**src/rtl/cp0_tlb_gen.sv**
```systemverilog
// MIPS CP0 register file with TLB support registers (Index/Random/EntryHi/EntryLo/Context/Wired).
// Reads and w_index/int_req are combinational from state; there is no backpressure, and updates land on the next rising clk edge.
module cp0_tlb_gen #(
  parameter int TLBNUM    = 16,
  parameter int COUNT_DIV = 2,
  localparam int IDXW     = $clog2(TLBNUM)
) (
  input  logic            clk,
  input  logic            rst,
  input  logic            wb_ex,
  input  logic            wb_bd,
  input  logic            ws_eret,
  input  logic [4:0]      wb_excode,
  input  logic [31:0]     wb_pc,
  input  logic [31:0]     wb_badvaddr,
  input  logic [5:0]      ext_int_in,
  input  logic [7:0]      cp0_addr,
  input  logic            mtc0_we,
  input  logic [31:0]     cp0_wdata,
  output logic [31:0]     cp0_rdata,
  input  logic            tlbp,
  input  logic            tlbr,
  input  logic            tlbwi,
  input  logic            tlbwr,
  input  logic            s1_found,
  input  logic [IDXW-1:0] s1_index,
  input  logic [18:0]     r_vpn2,
  input  logic [7:0]      r_asid,
  input  logic            r_g,
  input  logic [25:0]     r_lo0,
  input  logic [25:0]     r_lo1,
  output logic [31:0]     cp0_status,
  output logic [31:0]     cp0_cause,
  output logic [31:0]     cp0_epc,
  output logic [31:0]     cp0_entryhi,
  output logic [31:0]     cp0_entrylo0,
  output logic [31:0]     cp0_entrylo1,
  output logic [31:0]     cp0_index,
  output logic [IDXW-1:0] w_index,
  output logic            int_req
);

  localparam int PW = (COUNT_DIV > 1) ? $clog2(COUNT_DIV) : 1;
  localparam logic [IDXW-1:0] TOP = IDXW'(TLBNUM - 1);

  logic [7:0]      status_im;
  logic            status_ie, status_exl;
  logic            cause_bd, cause_ti;
  logic [1:0]      cause_ip_sw;
  logic [7:2]      cause_ip_hw;
  logic [4:0]      cause_excode;
  logic [31:0]     epc, badvaddr, count, compare;
  logic [PW-1:0]   prescaler;
  logic [IDXW-1:0] wired, random;
  logic [8:0]      ctx_ptebase;
  logic [18:0]     ctx_badvpn2;
  logic [18:0]     eh_vpn2;
  logic [7:0]      eh_asid;
  logic [25:0]     lo0, lo1;
  logic            index_p;
  logic [IDXW-1:0] index_idx;

  logic wr_index, wr_lo0, wr_lo1, wr_context, wr_wired, wr_count;
  logic wr_entryhi, wr_compare, wr_status, wr_cause, wr_epc;
  logic tlb_exc, addr_exc;
  logic unused_lo_msb;

  assign wr_index   = mtc0_we && (cp0_addr == 8'h00);
  assign wr_lo0     = mtc0_we && (cp0_addr == 8'h10);
  assign wr_lo1     = mtc0_we && (cp0_addr == 8'h18);
  assign wr_context = mtc0_we && (cp0_addr == 8'h20);
  assign wr_wired   = mtc0_we && (cp0_addr == 8'h30);
  assign wr_count   = mtc0_we && (cp0_addr == 8'h48);
  assign wr_entryhi = mtc0_we && (cp0_addr == 8'h50);
  assign wr_compare = mtc0_we && (cp0_addr == 8'h58);
  assign wr_status  = mtc0_we && (cp0_addr == 8'h60);
  assign wr_cause   = mtc0_we && (cp0_addr == 8'h68);
  assign wr_epc     = mtc0_we && (cp0_addr == 8'h70);

  // TLB refill/invalid/modified exceptions capture the VPN; address errors only BadVAddr
  assign tlb_exc  = wb_ex && (wb_excode >= 5'd1) && (wb_excode <= 5'd3);
  assign addr_exc = wb_ex && (wb_excode >= 5'd1) && (wb_excode <= 5'd5);

  // The TLB read port supplies {pfn,c,d,v} in its low 25 bits; the top bit carries nothing
  assign unused_lo_msb = &{1'b0, r_lo0[25], r_lo1[25]};

  always_ff @(posedge clk or posedge rst) begin
    if (rst) begin
      status_im  <= '0;
      status_ie  <= 1'b0;
      status_exl <= 1'b0;
    end else begin
      if (wr_status) begin
        status_im <= cp0_wdata[15:8];
        status_ie <= cp0_wdata[0];
      end
      if (wb_ex)          status_exl <= 1'b1;
      else if (ws_eret)   status_exl <= 1'b0;
      else if (wr_status) status_exl <= cp0_wdata[1];
    end
  end

  always_ff @(posedge clk or posedge rst) begin
    if (rst) begin
      cause_bd     <= 1'b0;
      cause_ti     <= 1'b0;
      cause_ip_sw  <= '0;
      cause_ip_hw  <= '0;
      cause_excode <= '0;
    end else begin
      cause_ip_hw <= {ext_int_in[5] | cause_ti, ext_int_in[4:0]};
      if (wr_compare)             cause_ti <= 1'b0;
      else if (count == compare)  cause_ti <= 1'b1;
      if (wr_cause) cause_ip_sw <= cp0_wdata[9:8];
      if (wb_ex) begin
        cause_excode <= wb_excode;
        if (!status_exl) cause_bd <= wb_bd;
      end
    end
  end

  always_ff @(posedge clk or posedge rst) begin
    if (rst) begin
      epc      <= '0;
      badvaddr <= '0;
    end else begin
      if (wb_ex) begin
        if (!status_exl) epc <= wb_bd ? (wb_pc - 32'd4) : wb_pc;
      end else if (wr_epc) begin
        epc <= cp0_wdata;
      end
      if (addr_exc) badvaddr <= wb_badvaddr;
    end
  end

  always_ff @(posedge clk or posedge rst) begin
    if (rst) begin
      count     <= '0;
      prescaler <= '0;
      compare   <= 32'hFFFF_FFFF;
    end else begin
      if (wr_count) begin
        count     <= cp0_wdata;
        prescaler <= '0;
      end else if (prescaler == PW'(COUNT_DIV - 1)) begin
        count     <= count + 32'd1;
        prescaler <= '0;
      end else begin
        prescaler <= prescaler + PW'(1);
      end
      if (wr_compare) compare <= cp0_wdata;
    end
  end

  // Random walks down from TOP to Wired and wraps; Wired at TOP pins it there
  always_ff @(posedge clk or posedge rst) begin
    if (rst) begin
      wired  <= '0;
      random <= TOP;
    end else begin
      if (wr_wired) wired <= cp0_wdata[IDXW-1:0];
      if (wr_wired || (random <= wired)) random <= TOP;
      else                               random <= random - IDXW'(1);
    end
  end

  always_ff @(posedge clk or posedge rst) begin
    if (rst) begin
      ctx_ptebase <= '0;
      ctx_badvpn2 <= '0;
      eh_vpn2     <= '0;
      eh_asid     <= '0;
    end else begin
      if (wr_context) ctx_ptebase <= cp0_wdata[31:23];
      if (tlb_exc)    ctx_badvpn2 <= wb_badvaddr[31:13];
      if (tlb_exc)         eh_vpn2 <= wb_badvaddr[31:13];
      else if (wr_entryhi) eh_vpn2 <= cp0_wdata[31:13];
      else if (tlbr)       eh_vpn2 <= r_vpn2;
      if (wr_entryhi) eh_asid <= cp0_wdata[7:0];
      else if (tlbr)  eh_asid <= r_asid;
    end
  end

  always_ff @(posedge clk or posedge rst) begin
    if (rst) begin
      lo0       <= '0;
      lo1       <= '0;
      index_p   <= 1'b0;
      index_idx <= '0;
    end else begin
      if (wr_lo0)    lo0 <= cp0_wdata[25:0];
      else if (tlbr) lo0 <= {r_lo0[24:0], r_g};
      if (wr_lo1)    lo1 <= cp0_wdata[25:0];
      else if (tlbr) lo1 <= {r_lo1[24:0], r_g};
      if (tlbp) begin
        index_p   <= ~s1_found;
        index_idx <= s1_index;
      end else if (wr_index) begin
        index_idx <= cp0_wdata[IDXW-1:0];
      end
    end
  end

  logic [7:0]  cause_ip;
  logic [31:0] context_q;

  assign cause_ip     = {cause_ip_hw, cause_ip_sw};
  assign context_q    = {ctx_ptebase, ctx_badvpn2, 4'b0};
  assign cp0_status   = {9'b0, 1'b1, 6'b0, status_im, 6'b0, status_exl, status_ie};
  assign cp0_cause    = {cause_bd, cause_ti, 14'b0, cause_ip, 1'b0, cause_excode, 2'b0};
  assign cp0_epc      = epc;
  assign cp0_entryhi  = {eh_vpn2, 5'b0, eh_asid};
  assign cp0_entrylo0 = {6'b0, lo0};
  assign cp0_entrylo1 = {6'b0, lo1};
  assign cp0_index    = {index_p, {(31-IDXW){1'b0}}, index_idx};

  // tlbwi and idle both take the Index slot
  assign w_index = tlbwr ? random : index_idx;
  assign int_req = status_ie & ~status_exl & (|(cause_ip & status_im));

  always_comb begin
    cp0_rdata = '0;
    case (cp0_addr)
      8'h00: cp0_rdata = cp0_index;
      8'h08: cp0_rdata = {{(32-IDXW){1'b0}}, random};
      8'h10: cp0_rdata = cp0_entrylo0;
      8'h18: cp0_rdata = cp0_entrylo1;
      8'h20: cp0_rdata = context_q;
      8'h30: cp0_rdata = {{(32-IDXW){1'b0}}, wired};
      8'h40: cp0_rdata = badvaddr;
      8'h48: cp0_rdata = count;
      8'h50: cp0_rdata = cp0_entryhi;
      8'h58: cp0_rdata = compare;
      8'h60: cp0_rdata = cp0_status;
      8'h68: cp0_rdata = cp0_cause;
      8'h70: cp0_rdata = epc;
      default: cp0_rdata = '0;
    endcase
  end

endmodule

```
**config.mk**
```make
export PLATFORM = sky130hd
export DESIGN_NAME = cp0_tlb_gen
export DESIGN_NICKNAME = d
export VERILOG_FILES = /design/src/rtl/cp0_tlb_gen.sv
export SDC_FILE = /design/constraint.sdc
export NUM_CORES = 1
export LEC_CHECK = 0
export CAP_MARGIN = 20
export CORE_MARGIN = 2
export CORE_UTILIZATION = 35
export DETAILED_ROUTE_END_ITERATION = 8
export PLACE_DENSITY = 0.63
export SETUP_SLACK_MARGIN = 0.3
export SYNTH_ARGS = -nofsm -noshare
export SYNTH_HDL_FRONTEND = slang
export SYNTH_SLANG_ARGS = --single-unit
```
**constraint.sdc**
```tcl
create_clock -name clk -period 23.4 [get_ports clk]
set_clock_uncertainty 0.05 [all_clocks]
set_input_delay 4.68 -clock clk [delete_from_list [all_inputs] [get_ports clk]]
set_output_delay 4.68 -clock clk [all_outputs]
set_load 0.1 [all_outputs]
```
After elaboration in Yosys (flattened, before gate mapping)
Index checks and enable logic that the tools add are counted.
- register bits after elaboration: 274
- bits of input ports: 210
- output and inout port bits: 261
- logic and storage cells: 106
- $add $sub $neg: 4
- order comparisons: 4
- equal/unequal tests: 14
- mux-type cells: 27
- bitwise operators: 6
- reduce and logical (&&, ||, !) cells: 28
- operator list (operator ; number):
    one-hot mux 32 bit (13 select lines) ; 1
    two-way mux 32 bit ; 6
    two-way mux 26 bit ; 4
    two-way mux 19 bit ; 3
    equality test 8 x 7 -> 1 bit (second input constant) ; 7
    adder 32 x 1 -> 32 bit (second input constant) ; 1
    equality test 32 bit ; 1
    subtractor 32 x 3 -> 32 bit (second input constant) ; 1
    equality test 8 x 5 -> 1 bit (second input constant) ; 2
    equality test 8 x 6 -> 1 bit (second input constant) ; 2
    two-way mux 4 bit ; 4
    two-way mux 8 bit ; 2
    logical AND 1 bit ; 14
    nonzero test 2 bit ; 7
    AND 8 bit ; 1
    equality test 8 x 4 -> 1 bit (second input constant) ; 1
    zero test 8 bit ; 1
    OR reduction 8 bit ; 1
    two-way mux 1 bit ; 7
    nonzero test 3 bit ; 2
    >= comparator 5 x 1 -> 1 bit (second input constant) ; 1
    less-or-equal comparator 5 x 2 -> 1 bit (second input constant) ; 1
    less-or-equal comparator 5 x 3 -> 1 bit (second input constant) ; 1
    less-or-equal comparator 4 bit ; 1
    8 further kinds ; 11

Logic depth before layout (Yosys ltp)
Gate-level depths: netlist of the first run.
- depth in word-level cells: 5
- mapped depth: 9
- gate-level depth less buffers: 8

Worst setup path before layout of the first run
OpenSTA, ideal clock, no wires.
- path kind: input -> output
- start point: in cp0_addr[1]
- end point: out cp0_rdata[15]
- arrival: 8.322 ns
- slack: 10.348 ns
- stages: 6
- cell sequence: or4_1 -> buf_2 -> nor3_2 -> clkbuf_1 -> a221oi_1 -> o31ai_1
- cells in the longest elaborated chain, start to end: 2
- elaborated cells on any way between the ends: 14
- those cells by class: eq/ne: 12; mux: 1; reduce/logical: 1
- ends and longest elaborated chain (what ; RTL line ; source):
    start, declared ; 17 ; input logic [7:0] cp0_addr,
    equality test 8 x 7 -> 1 bit, or another cell as far along ; 223 ; case (cp0_addr)
    one-hot mux 32 bit (13 select lines) * ; 223 ;
    end, declared ; 20 ; output logic [31:0] cp0_rdata,
Mark *: on every way between the ends. The rest lies on a longest branch, timed or not.

Final worst setup path of the first run
- start point: in cp0_addr[7]
- end point: out cp0_rdata[22]
Same word-level chain as after synthesis.

==> metrics, run 1 <==
Slew Limit Fails=0; fillers=4325; global route total overflow=0; WL per Instance=26.3 um; Max-Cap Viols=0; reg2reg path depth=6; kind of critical path=in2out; final setup vio count=0; initial antenna violation count=1; fraction of the yosys area taken by sequential cells=43.1%; Yosys warning total=0; Layout area overhead=32.6%; register area=0.00690 sq mm; drt pass-1 iters=5; Total Wirelength=70000 um; FFs w/ async S/R, synth=100%; worst skew pair latency=0.54 ns; RSZ-0062 raised after global routing=false; clock sink count=274; FMAX=71.7 MHz; height of the chip=218 um; CTS Root Cell=clkbuf_16; largest net degree at the start of global routing=122; ys flop type=dfrtp_1; worst endpoint required time=18.67 ns; post-layout net count=2251; Final period util=59.6%; Worst Max-Slew Pin Slew=1.09 ns; first-pass GRT wire length=99700 um; Post-synth EDFFs=0; Leak=0.00917 uW; vias post-DR=15100; H-tree Lvls=2; Worst EP arrival=9.22 ns; CTS tree=built; PortBufs=384; DP HPWL=51900 um; crit end category=output port; io pins=471; most frequent cells in the layout=clkdlybuf4s50_1, dfrtp_1, nand2_1; vias in the first global route=14600; outcome=finished, final reports clean; area leader, netlist=dfrtp_1; mapped cell area=0.0160 sq mm; most common cell after layout, fill and taps aside=clkdlybuf4s50_1; Synth area leaders=dfrtp_1, mux2i_1, mux2_2; crit-path max FO=13; hold_buf cts=0; VDD IR max=0.0550 mV; hold depth=1; cell row count=78; Post-CTS Setup Inserts=0; Initial Utilization=35.4%; crit path time final=13.95 ns; fraction of layout instances using a drive strength above 1=12.4%; Post-Syn Instances=1705; top cell type's share of synthesized area=37.2%; Hold Crit Class=reg2reg; Routed Antenna Nets=0; DRC=0; fin area=0.0213 sq mm; Horiz. Die Dim=218 um; Max Root-Sink Buffers=3; Placed Area=0.0200 sq mm; overall global routing resource usage=28.7%; Max transition margin=27.0%; PwrDens=83.6 mW/mm^2; Core Region=0.0453 sq mm; startpoint types=primary input; Hold Vio Cnt, Final=0; final RePlAce weighted congestion=0.953; DR iter-0 viols=1441; Num CTS Buffers=35; setup_tns=0 ns; Mean Syn Cell Area=9.40 sq um; synthesized flop and latch total=274; die area=0.0475 sq mm; Synth cell types=64; number of vias per cell=5.66; Resized Gates After CTS=0; CTS clk-pin slew, worst paths=0.05 ns; Multi-input gate area=0.00829 sq mm
==> state kept, by name, indices dropped and copies added (netlist names) <==
register,count
badvaddr,32
compare,32
count,32
cp0_epc,32
lo0,26
lo1,26
ctx_badvpn2,19
eh_vpn2,19
ctx_ptebase,9
eh_asid,8
status_im,8
cause_ip_hw,6
cause_excode,5
index_idx,4
random,4
wired,4
cause_ip_sw,2
cause_bd,1
cause_ti,1
index_p,1
prescaler,1
status_exl,1
status_ie,1
==> per-layer routing <==
| metal | vias to the layer above | track usage (%) | part of all wire (%) |
|---|---|---|---|
| met3 | 168 | 7.43 | 10 |
| met2 | 885 | 44.8 | 45 |
| met4 | 0 | 13.1 | 4.9 |
| met5 | - | 0 | 0 |
| li1 | 6554 | - | - |
| met1 | 7451 | 37.2 | 40 |
==> kinds of logic (layout without fill, tap and decap cells) <==
kind of cell | count (synthesis) | in the layout | share of synthesized area (%)
AND/OR/NAND/NOR | 510 | 510 | 14.9
AO/OA/AOI/OAI | 367 | 367 | 13.5
flip-flops | 274 | 274 | 43.1
multiplexers | 236 | 236 | 15.7
buffers and inverters | 218 | 493 | 7.34
XOR/XNOR | 91 | 91 | 4.97
adder cells (fa/ha/maj) | 7 | 7 | 0.546
other | 2 | 84 | 0.0469
==> layout make-up <==
| class | instances | share of cell area, % |
|---|---|---|
| repair buffers | 414 | 19.3 |
| flip-flops and latches | 274 | 32.5 |
| clock buffers | 51 | 4.83 |
| diodes | 1 | 0.0118 |
| multi-input cells | 1294 | 39.0 |
| clock inverters | 13 | 0.559 |
| inverters | 15 | 0.300 |
| well taps | 600 | 3.53 |
==> where the power goes <==
| group | internal [uW] | switching (uW) |
|---|---|---|
| combinational | 165 | 444 |
| sequential | 544 | 82.3 |
| clock | 318 | 224 |
| total | 1030 | 751 |
==> path summary, 6_finish.rpt <==
kind	start	end	slack (ns)
worst max-delay path	cp0_addr[7]	cp0_rdata[22]	9.45
worst min-delay path	random[0]	random[0]	0.42
worst max register to register	prescaler	count[19]	20.88
worst min register to register	random[0]	random[0]	0.42
max in group asynchronous	rst	compare[1]	17.22
min in group asynchronous	rst	badvaddr[1]	4.68
==> critical path, stage by stage <==
cell and delay (ns):
clkdlybuf4s50_1 0.85, nor2b_1 0.45, nand3_1 0.59, nor2_1 0.85
a21boi_0 0.18, o21ai_0 0.39, clkdlybuf4s50_1 1.22
==> cells in the mapped netlist (all sizes together) (11+ instances only) <==
library cell	instances
clkbuf	87
mux2	107
nor4	14
dfstp	36
xnor2	26
mux2i	128
dfrtp	238
o22ai	12
nand3	50
buf	116
a22oi	23
nor2	155
nand4	20
or3	11
a31oi	20
o21ai	118
nor3	24
a21oi	129
inv	15
and3	24
xor2	65
nand2	171
==> per-stage QoR <==
stage               util (%)  power [uW]  instances  setup WS [ns]  hold WS, ns
global placement        44.2        1230       2594           9.63        0.399
floorplan                  -        1050       1786          10.35        0.383
CTS                     46.8        1780       2658           9.55        0.418
detailed placement      44.2        1240       2594           9.57        0.404
finish                  46.9        1780       2662           9.45        0.418
global route            46.9        1830       2661           9.40        0.442
(Power assumes the default switching activity.)
==> inputs of run 2 (changes only) <==
Clock period 23.4 ns to 13.3 ns, I/O delays scaled along.
==> metrics, run 2 (synthesis results as in run 1) <==
Slew Limit Fails=0; vias post-DR=15100; most common cell after layout, fill and taps aside=clkdlybuf4s50_1; CTS tree=built; Layout area overhead=32.0%; Total Wirelength=70400 um; met1 wire length=28300 um; crit path time final=9.98 ns; WL per Instance=26.5 um; hold_buf cts=0; Core Region=0.0453 sq mm; Worst Max-Slew Pin Slew=1.09 ns; global route total overflow=0; PortBufs=384; drt pass-1 iters=8; DR top layer=met4; number of vias per cell=5.68; Routed Antenna Nets=0; PwrDens=146 mW/mm^2; Max transition margin=27.1%; io pins=471; clock sink count=274; Worst EP arrival=7.27 ns; Max Root-Sink Buffers=3; Max-Cap Viols=0; most frequent cells in the layout=clkdlybuf4s50_1, dfrtp_1, nand2_1; setup_tns=0 ns; worst skew pair latency=0.53 ns; cell row count=78; Final period util=75.1%; CTS clk-pin slew, worst paths=0.06 ns; Post-CTS Setup Inserts=0; crit end category=output port; first-pass GRT wire length=101000 um; worst setup path start=cp0_addr[7]; H-tree Lvls=2; met2 wire length=31500 um; DP HPWL=52500 um; Hold Vio Cnt, Final=0; FMAX=100 MHz; DRC=0; HP Start=random[0]; crit-path max FO=13; final setup vio count=0; largest net degree at the start of global routing=90; WL met3=7250 um; CTS Root Cell=clkbuf_16; die area=0.0475 sq mm; Horiz. Die Dim=218 um; worst endpoint required time=10.59 ns; kind of critical path=in2out; outcome=finished, final reports clean; Resized Gates After CTS=0; height of the chip=218 um; startpoint types=primary input; post-layout net count=2251; overall global routing resource usage=28.9%; final RePlAce weighted congestion=0.940; vias in the first global route=14600; initial antenna violation count=1; VDD IR max=0.0879 mV; RSZ-0062 raised after global routing=false; Leak=0.00914 uW; RR Startpoint=count[2]; ant diodes=0; fraction of layout instances using a drive strength above 1=12.1%; Num CTS Buffers=34; Initial Utilization=35.4%; Hold Crit Class=reg2reg; end-of-flow core utilization=46.7%; DR iter-0 viols=1629
[run 2: changes by cell type in the layout (fill, tap and decap cells not counted), sizes merged]
cell | before | now
clkbuf | 51 | 56
clkinv | 7 | 3
clkinvlp | 4 | 0
buf | 34 | 35
bufinv | 1 | 0
diode | 1 | 0
[run 2: final timing paths]
check                                  to  slack (ns)  depth (start not counted)
setup / recovery             cp0_rdata[8]        3.32                          8
hold / removal                  random[0]        0.42                          1
setup reg to reg                count[27]       10.89                          6
hold reg to reg                 random[0]        0.42                          1
max in group asynchronous     eh_vpn2[18]        9.21                          3
min in group asynchronous  ctx_ptebase[2]        2.60                          2
[run 2: worst max-delay path, stage by stage]
cell and delay [ns]:
clkdlybuf4s50_1 0.84, nor2b_1 0.42, nand3_1 0.67, nor2_1 0.92, a32oi_1 0.19, o221ai_1 0.24
a21o_1 0.18, clkdlybuf4s50_1 1.15
[run 2: final cells by class]
cell class | count | area, sq um
fill | 4339 | 24100
multi-input combinational | 1294 | 8290
sequential | 274 | 6900
timing repair buffer | 415 | 4070
clock buffer | 56 | 1050
tap | 600 | 751
inverter | 15 | 63.8
clock inverter | 4 | 23.8
[run 2: metrics by stage]
step | std cells | area (sq um) | worst slack, ns | hold WS [ns] | power [uW]
finish | 2658 | 21200 | 3.32 | 0.416 | 3080
global route | 2658 | 21200 | 3.35 | 0.449 | 3180
CTS | 2657 | 21100 | 3.53 | 0.416 | 3090
detailed placement | 2597 | 20100 | 3.54 | 0.402 | 2180
global placement | 2597 | 20100 | 3.64 | 0.399 | 2170
floorplan | 1786 | 16300 | 3.10 | 0.383 | 1840
[run 2: per-layer routing]
layer	up-vias	GRT usage (%)
met2	932	44.4
met5	-	0
met3	151	6.96
met1	7456	38.6
li1	6562	-
met4	0	12.3
[run 2: report_power, final]
group          internal, uW  switching [uW]  total, uW
clock                   540             367        907
sequential              957             147       1100
combinational           289             781       1070
total                  1790            1290       3080
